$ cat config.mk
export PLATFORM = sky130hd
export DESIGN_NAME = sar_guess_fsm
export DESIGN_NICKNAME = d
export VERILOG_FILES = /design/src/rtl/sar_guess_fsm.sv
export SDC_FILE = /design/constraint.sdc
export NUM_CORES = 1
export LEC_CHECK = 0
export ABC_AREA = 1
export ABC_CLOCK_PERIOD_IN_PS = 3080
export CORE_MARGIN = 2
export CORE_UTILIZATION = 30
export CTS_BUF_LIST = sky130_fd_sc_hd__clkbuf_2
export DETAILED_ROUTE_END_ITERATION = 8
export GPL_TIMING_DRIVEN = 0
export RECOVER_POWER = 100
export SETUP_SLACK_MARGIN = 0.2
export SYNTH_ARGS = -nofsm -noshare
export SYNTH_HDL_FRONTEND = slang
export SYNTH_SLANG_ARGS = --single-unit
export TNS_END_PERCENT = 10
$ cat constraint.sdc
create_clock -name clk -period 3.08 [get_ports clk]
set_input_delay 0.308 -clock clk [delete_from_list [all_inputs] [get_ports clk]]
set_output_delay 0.308 -clock clk [all_outputs]
set_load 0.05 [all_outputs]
$ cat src/rtl/sar_guess_fsm.sv
// Binary-search initiator for a signed comparator: drives guesses on B, reads E/X/Y
// verdicts, and converges on the hidden A operand or flags an inconsistent comparator.
module sar_guess_fsm #(
    parameter int W      = 4,
    parameter int STEP_W = 3
) (
    input  logic              clk,
    input  logic              rst,
    input  logic              i_start,
    input  logic              i_eq,
    input  logic              i_gt,
    input  logic              i_lt,
    output logic [W-1:0]      o_guess,
    output logic              o_busy,
    output logic              o_done,
    output logic              o_err,
    output logic [W-1:0]      o_result,
    output logic [STEP_W-1:0] o_steps
);

    typedef enum logic [2:0] {
        S_IDLE,
        S_PROBE,
        S_EVAL,
        S_DONE,
        S_ERR
    } state_t;

    // Bounds are kept one bit wider than the operand so lo+hi and guess+/-1 never overflow.
    localparam logic signed [W:0] LO_INIT  = {2'b11, {(W-1){1'b0}}};
    localparam logic signed [W:0] HI_INIT  = {2'b00, {(W-1){1'b1}}};
    localparam logic signed [W:0] MID_INIT = (LO_INIT + HI_INIT) >>> 1;
    localparam logic signed [W:0] ONE      = {{W{1'b0}}, 1'b1};
    localparam logic [STEP_W-1:0] STEP_ONE = {{(STEP_W-1){1'b0}}, 1'b1};

    state_t              r_state;
    logic signed [W:0]   r_lo;
    logic signed [W:0]   r_hi;
    logic signed [W:0]   r_guess;
    logic                r_busy;
    logic                r_done;
    logic                r_err;
    logic [W-1:0]        r_result;
    logic [STEP_W-1:0]   r_steps;

    logic signed [W:0]   w_lo_inc;
    logic signed [W:0]   w_hi_dec;
    logic signed [W:0]   w_sum_gt;
    logic signed [W:0]   w_sum_lt;
    logic signed [W:0]   w_mid_gt;
    logic signed [W:0]   w_mid_lt;
    logic                w_launch;

    assign w_lo_inc = r_guess + ONE;
    assign w_hi_dec = r_guess - ONE;
    assign w_sum_gt = w_lo_inc + r_hi;
    assign w_sum_lt = r_lo + w_hi_dec;
    assign w_mid_gt = w_sum_gt >>> 1;
    assign w_mid_lt = w_sum_lt >>> 1;

    assign w_launch = i_start &&
                      ((r_state == S_IDLE) || (r_state == S_DONE) || (r_state == S_ERR));

    always_ff @(posedge clk or posedge rst) begin
        if (rst) begin
            r_state  <= S_IDLE;
            r_lo     <= '0;
            r_hi     <= '0;
            r_guess  <= '0;
            r_busy   <= 1'b0;
            r_done   <= 1'b0;
            r_err    <= 1'b0;
            r_result <= '0;
            r_steps  <= '0;
        end else if (w_launch) begin
            r_lo    <= LO_INIT;
            r_hi    <= HI_INIT;
            r_guess <= MID_INIT;
            r_steps <= '0;
            r_busy  <= 1'b1;
            r_done  <= 1'b0;
            r_err   <= 1'b0;
            r_state <= S_PROBE;
        end else begin
            case (r_state)
                S_PROBE: r_state <= S_EVAL;
                S_EVAL: begin
                    r_steps <= r_steps + STEP_ONE;
                    case ({i_eq, i_gt, i_lt})
                        3'b100: begin
                            r_result <= r_guess[W-1:0];
                            r_busy   <= 1'b0;
                            r_done   <= 1'b1;
                            r_state  <= S_DONE;
                        end
                        3'b010: begin
                            r_lo <= w_lo_inc;
                            if (w_lo_inc > r_hi) begin
                                r_result <= '0;
                                r_busy   <= 1'b0;
                                r_err    <= 1'b1;
                                r_state  <= S_ERR;
                            end else begin
                                r_guess <= w_mid_gt;
                                r_state <= S_PROBE;
                            end
                        end
                        3'b001: begin
                            r_hi <= w_hi_dec;
                            if (r_lo > w_hi_dec) begin
                                r_result <= '0;
                                r_busy   <= 1'b0;
                                r_err    <= 1'b1;
                                r_state  <= S_ERR;
                            end else begin
                                r_guess <= w_mid_lt;
                                r_state <= S_PROBE;
                            end
                        end
                        default: begin
                            r_result <= '0;
                            r_busy   <= 1'b0;
                            r_err    <= 1'b1;
                            r_state  <= S_ERR;
                        end
                    endcase
                end
                S_IDLE, S_DONE, S_ERR: r_state <= r_state;
                default: r_state <= S_IDLE;
            endcase
        end
    end

    assign o_guess  = r_guess[W-1:0];
    assign o_busy   = r_busy;
    assign o_done   = r_done;
    assign o_err    = r_err;
    assign o_result = r_result;
    assign o_steps  = r_steps;

endmodule

### After elaboration in Yosys (flattened, before gate mapping)

Cells that the tools add are included.

| operators by class | value |
|---|---|
| equal/unequal tests | 15 |
| bitwise gates (word level) | 1 |
| reduce and logical (&&, ||, !) cells | 17 |
| add/sub/neg operators | 5 |
| multiplexer cells | 34 |
| order comparisons | 2 |

Operators with widths:

| kind | number |
|---|---|
| two-way mux 5 bit | 10 |
| case mux 3 bit (3 select lines) | 2 |
| two-way mux 3 bit | 5 |
| inequality test 3 bit, second input constant | 4 |
| case mux 4 bit (3 select lines) | 1 |
| AND reduction 4 bit | 3 |
| two-way mux 1 bit | 11 |
| adder 5 bit | 2 |
| > comparator 5 bit | 2 |
| case mux 5 bit (2 select lines) | 1 |
| == test 3 x 2 -> 1 bit, second input constant | 3 |
| two-way mux 4 bit | 2 |
| inequality test 2 bit, second input constant | 4 |
| nonzero test 2 bit | 4 |
| == test 3 x 1 -> 1 bit, second input constant | 2 |
| == test 3 bit, second input constant | 2 |
| AND reduction 2 bit | 3 |
| adder 5 x 2 -> 5 bit, second input constant | 1 |
| subtractor 5 x 2 -> 5 bit, second input constant | 1 |
| adder 3 x 1 -> 3 bit, second input constant | 1 |
| logical NOT 3 bit | 1 |
| case mux 1 bit (3 select lines) | 1 |
| AND reduction 3 bit | 1 |
| nonzero test 3 bit | 1 |
| 5 further kinds | 6 |

| storage, ports and cells | value |
|---|---|
| bits of input ports | 6 |
| flip-flop bits (word level) | 28 |
| output and inout bits | 14 |
| logic and storage cells | 83 |

### Longest topological paths before layout

| logic depth | value |
|---|---|
| depth in word-level cells | 6 |
| depth in mapped cells | 17 |
| depth with buffers taken out | 17 |

### Worst setup path before layout

Ideal clock, no wire load.

| timing | value |
|---|---|
| path kind | register to register |
| start | register r_guess[0] |
| end | register r_busy (netlist: o_busy) |
| setup slack | 0.416 ns |
| period minus slack after synthesis | 2.664 ns |
| arrival time | 2.543 ns |
| data required time | 2.959 ns |
| library setup time | 0.121 ns |
| cell stages (with the launch flop) | 16 |
| buffers on the path | 0 |
| cell sequence | dfrtp_1 inv_1 ha_1 xnor2_1 inv_1 ha_1 nor2_1 nand3_2 nand3_1 nand2_1 nand2_2 nand2_1 nand2_2 nand3_2 nand2_1 nand2_1 |

| on the way | value |
|---|---|
| longest elaborated chain between the ends | 4 |
| elaborated cells between the ends (all ways) | 7 |
| those cells by class | add/sub (2); order compare (2); eq/ne (2); reduce/logical (1) |

Ends and longest elaborated chain:

| what | line | text |
|---|---|---|
| start, declared | 39 | `logic signed [W:0] r_guess;` |
| start signal, assigned | 104 | `r_guess <= w_mid_gt;` |
| start signal, assigned | 116 | `r_guess <= w_mid_lt;` |
| subtractor 5 x 2 -> 5 bit or adder 5 x 2 -> 5 bit (tied branches) | 55, 54 |  |
| > comparator 5 bit (on tied branches) | 110, 98 |  |
| inequality test 3 bit (no source line) | -- |  |
| AND reduction 3 bit (no source line) (*) | -- |  |
| end signal, assigned | 70 | `r_busy <= 1'b0;` |
| end signal, assigned | 112 | `r_busy <= 1'b0;` |
| end signal, assigned | 122 | `r_busy <= 1'b0;` |
| end, declared | 40 | `logic r_busy;` |

Mark *: on every way between the ends. The rest lies on a longest branch, timed or not.
A chain may end at the register's enable or synchronous reset.

### Final worst setup path

Same ends and word-level chain as after synthesis.

==> impl_metrics.ini <==
[outcome]
status = finished, final reports clean

[routing]
ant_nets = 0
routed_wl_mm = 4.54
wl_per_cell_microns = 13.0
via_count = 1657
drt_drc_violations_left = 0
first_pass_iters = 4
drt-initial-drc-count = 98
via_per_inst = 4.75

[sta]
final.setup_skew_ns = 0.00636
rsz0062_at_grt = no
slew-limit-headroom = 0.296
finalHoldViolCount = 0
slew_viol_final = 0
fin_crit_sh = 0.879
max_freq_mhz = 369
tns_ns = 0
min_period_ns = 2.71
setup_violations = 0
tightest_slew_ns = 1.05

[synthesis]
synth_warnings = 0
synth_area_leaders = dfrtp_1 (34%), ha_1 (13%), nand2_1 (11%)
ys.flop_type = dfrtp_1
syn_inst = 249
yosysMostFrequentCell = nand2_1
synth_top_area_share = 0.340
synthesis.area_sq_um = 1990
avgSynthCellArea_sq_um = 7.98
synthTopCellsByCount = nand2_1 (59), inv_1 (33), dfrtp_1 (27), nand3_1 (27), ha_1 (21)
yosysTopAreaCell = dfrtp_1
synth_fp_nets = 278
synthDistinctLibCells = 29
ys_ff_latch = 27
synth_seq_area_share = 0.340
async_reset_ff_frac = 1.00
synth-edff-count = 0

[placement]
dp_hpwl_mm = 3.56
numPortBuffers = 19
gp_routability_congestion = 0.870

[layout]
multi_input_area_sq_um = 1150
nFillCells = 689
regArea_sq_um = 676
nets = 302
syn2layout_area_growth_pct = 15.2
diodes = 0
drive_gt1_frac = 0.118

[floorplan]
dieArea_sq_um = 7290
die_x_microns = 85.4
start_util = 0.311
core_sq_um = 6390
rows = 29
pin_count = 20
die_h_microns = 85.4

[clocking]
cts_setup_buffers = 0
clock-sinks = 27
cts_max_path_buffers = 2
ctsHtreeMaxLevel = 1
cts_buffers = 3
root_buffer = clkbuf_2
clock_latency_ns = 0.39
cts_tree = yes
clk_pin_slew_worst_paths_ns = 0.27

[job]
maxCapViolations = 0

[global_routing]
overflow = 0
grt_max_degree = 28
first_global_vias = 1601
gr-usage-all-layers = 0.135
antenna_found_initial = 0
grt_pass1_wl_mm = 7.92

[setup_path]
worst-setup-path-type = register to register
critPathArrivalTime_ns = 3.01
r2r_end = o_busy
r2r-start = r_guess[0]
critPathCaptureType = register
reg2regPathDepth = 15
cp_max_fo = 9
rrSetupSlack_ns = 0.37
cp-endpoint = o_busy
startpoint_type = register
cp-startpoint = r_guess[0]
crit_required_ns = 3.38

[min_path]
hold_class = register to register
## worst max-delay path, cell delays in order (launching register included)
cell and delay [ns]:
dfrtp_1 0.60, inv_1 0.20, ha_2 0.25, xnor2_2 0.22, inv_1 0.07, ha_1 0.35, nor2_1 0.20, nand3_2 0.10
nand3_1 0.08, nand2_1 0.06, nand2_2 0.07, nand2_1 0.06, nand2_2 0.09, nand3_2 0.13, nand2_1 0.09, nand2_1 0.05
## layout by cell type (no fill, tap or decap), types with 2 or more instances in the layout
cell type,count
fa_1,2
clkdlybuf4s50_1,3
nor2_2,2
xor2_1,3
clkbuf_2,3
nand2_1,60
nand2_2,6
dfrtp_1,27
inv_1,33
dlygate4sd3_1,16
nand3_1,27
inv_2,4
nor3_1,2
nor2_1,11
nand3_2,7
a211oi_1,2
nand4_1,6
a21oi_1,14
nor2_4,2
o21ai_0,9
ha_1,20
## routing by layer
metal | share of wire | global-route usage | up-vias
li1 | - | - | 852
met1 | 0.50 | 0.200 | 768
met2 | 0.45 | 0.207 | 30
met3 | 0.040 | 0.0185 | 7
met4 | 0.014 | 0.0390 | 0
met5 | 0 | 0 | -
## worst min path at each step
stage / start / to / cells past startpoint
5_1_grt: i_start / r_state[2] / 4
6_report: o_busy / o_busy / 2
4_1_cts: rst / r_guess[3] / 2
3_3_place_gp: o_result[0] / o_result[0] / 2
2_1_floorplan: rst / o_busy / 1
3_5_place_dp: o_result[3] / o_result[3] / 2
## metrics by stage
stage                     area, sq um  hold WS, ns  worst slack (ns)  std cells   util
after detailed placement         2270        0.477             0.278        345  0.356
after floorplan                  1990        0.361             0.416        249      -
after global routing             2290        0.554             0.151        349  0.359
final                            2290        0.518             0.372        349  0.359
after global placement           2270        0.464             0.312        345  0.356
after CTS                        2300        0.473             0.237        349  0.360
## registers in the layout (all words and copies together), names as in the netlist
signal	flops
o_busy	1
o_done	1
o_err	1
o_result	4
o_steps	3
r_guess	4
r_hi	5
r_lo	5
r_state	3
## cells by family after synthesis
family,share of synthesized area
buffers and inverters,0.0806
DFF,0.340
and+or+nand+nor,0.330
adders and majority gates,0.152
xor gates and xnor gates,0.0176
AOI/OAI and AO/OA,0.0799
## repair_timing
action                                  in CTS  in global routing
endpoints found under the hold margin        0                  0
hold buffers                                 0                  0
endpoints found under the setup margin       0                 12
resized for setup                            0                  3
## final cells by class
| type | count | area share |
|---|---|---|
| Timing Repair Buffer | 19 | 0.0831 |
| Clock inverter | 1 | 0.00328 |
| Buffer | 3 | 0.00874 |
| Clock buffer | 3 | 0.00656 |
| Multi-Input combinational cell | 182 | 0.501 |
| Sequential cell | 27 | 0.295 |
| Tap cell | 77 | 0.0421 |
| Inverter | 37 | 0.0607 |
Power is left out: the tool's default activity adds up to more than one toggle a clock period on the data nets, which glitch-free logic cannot reach.
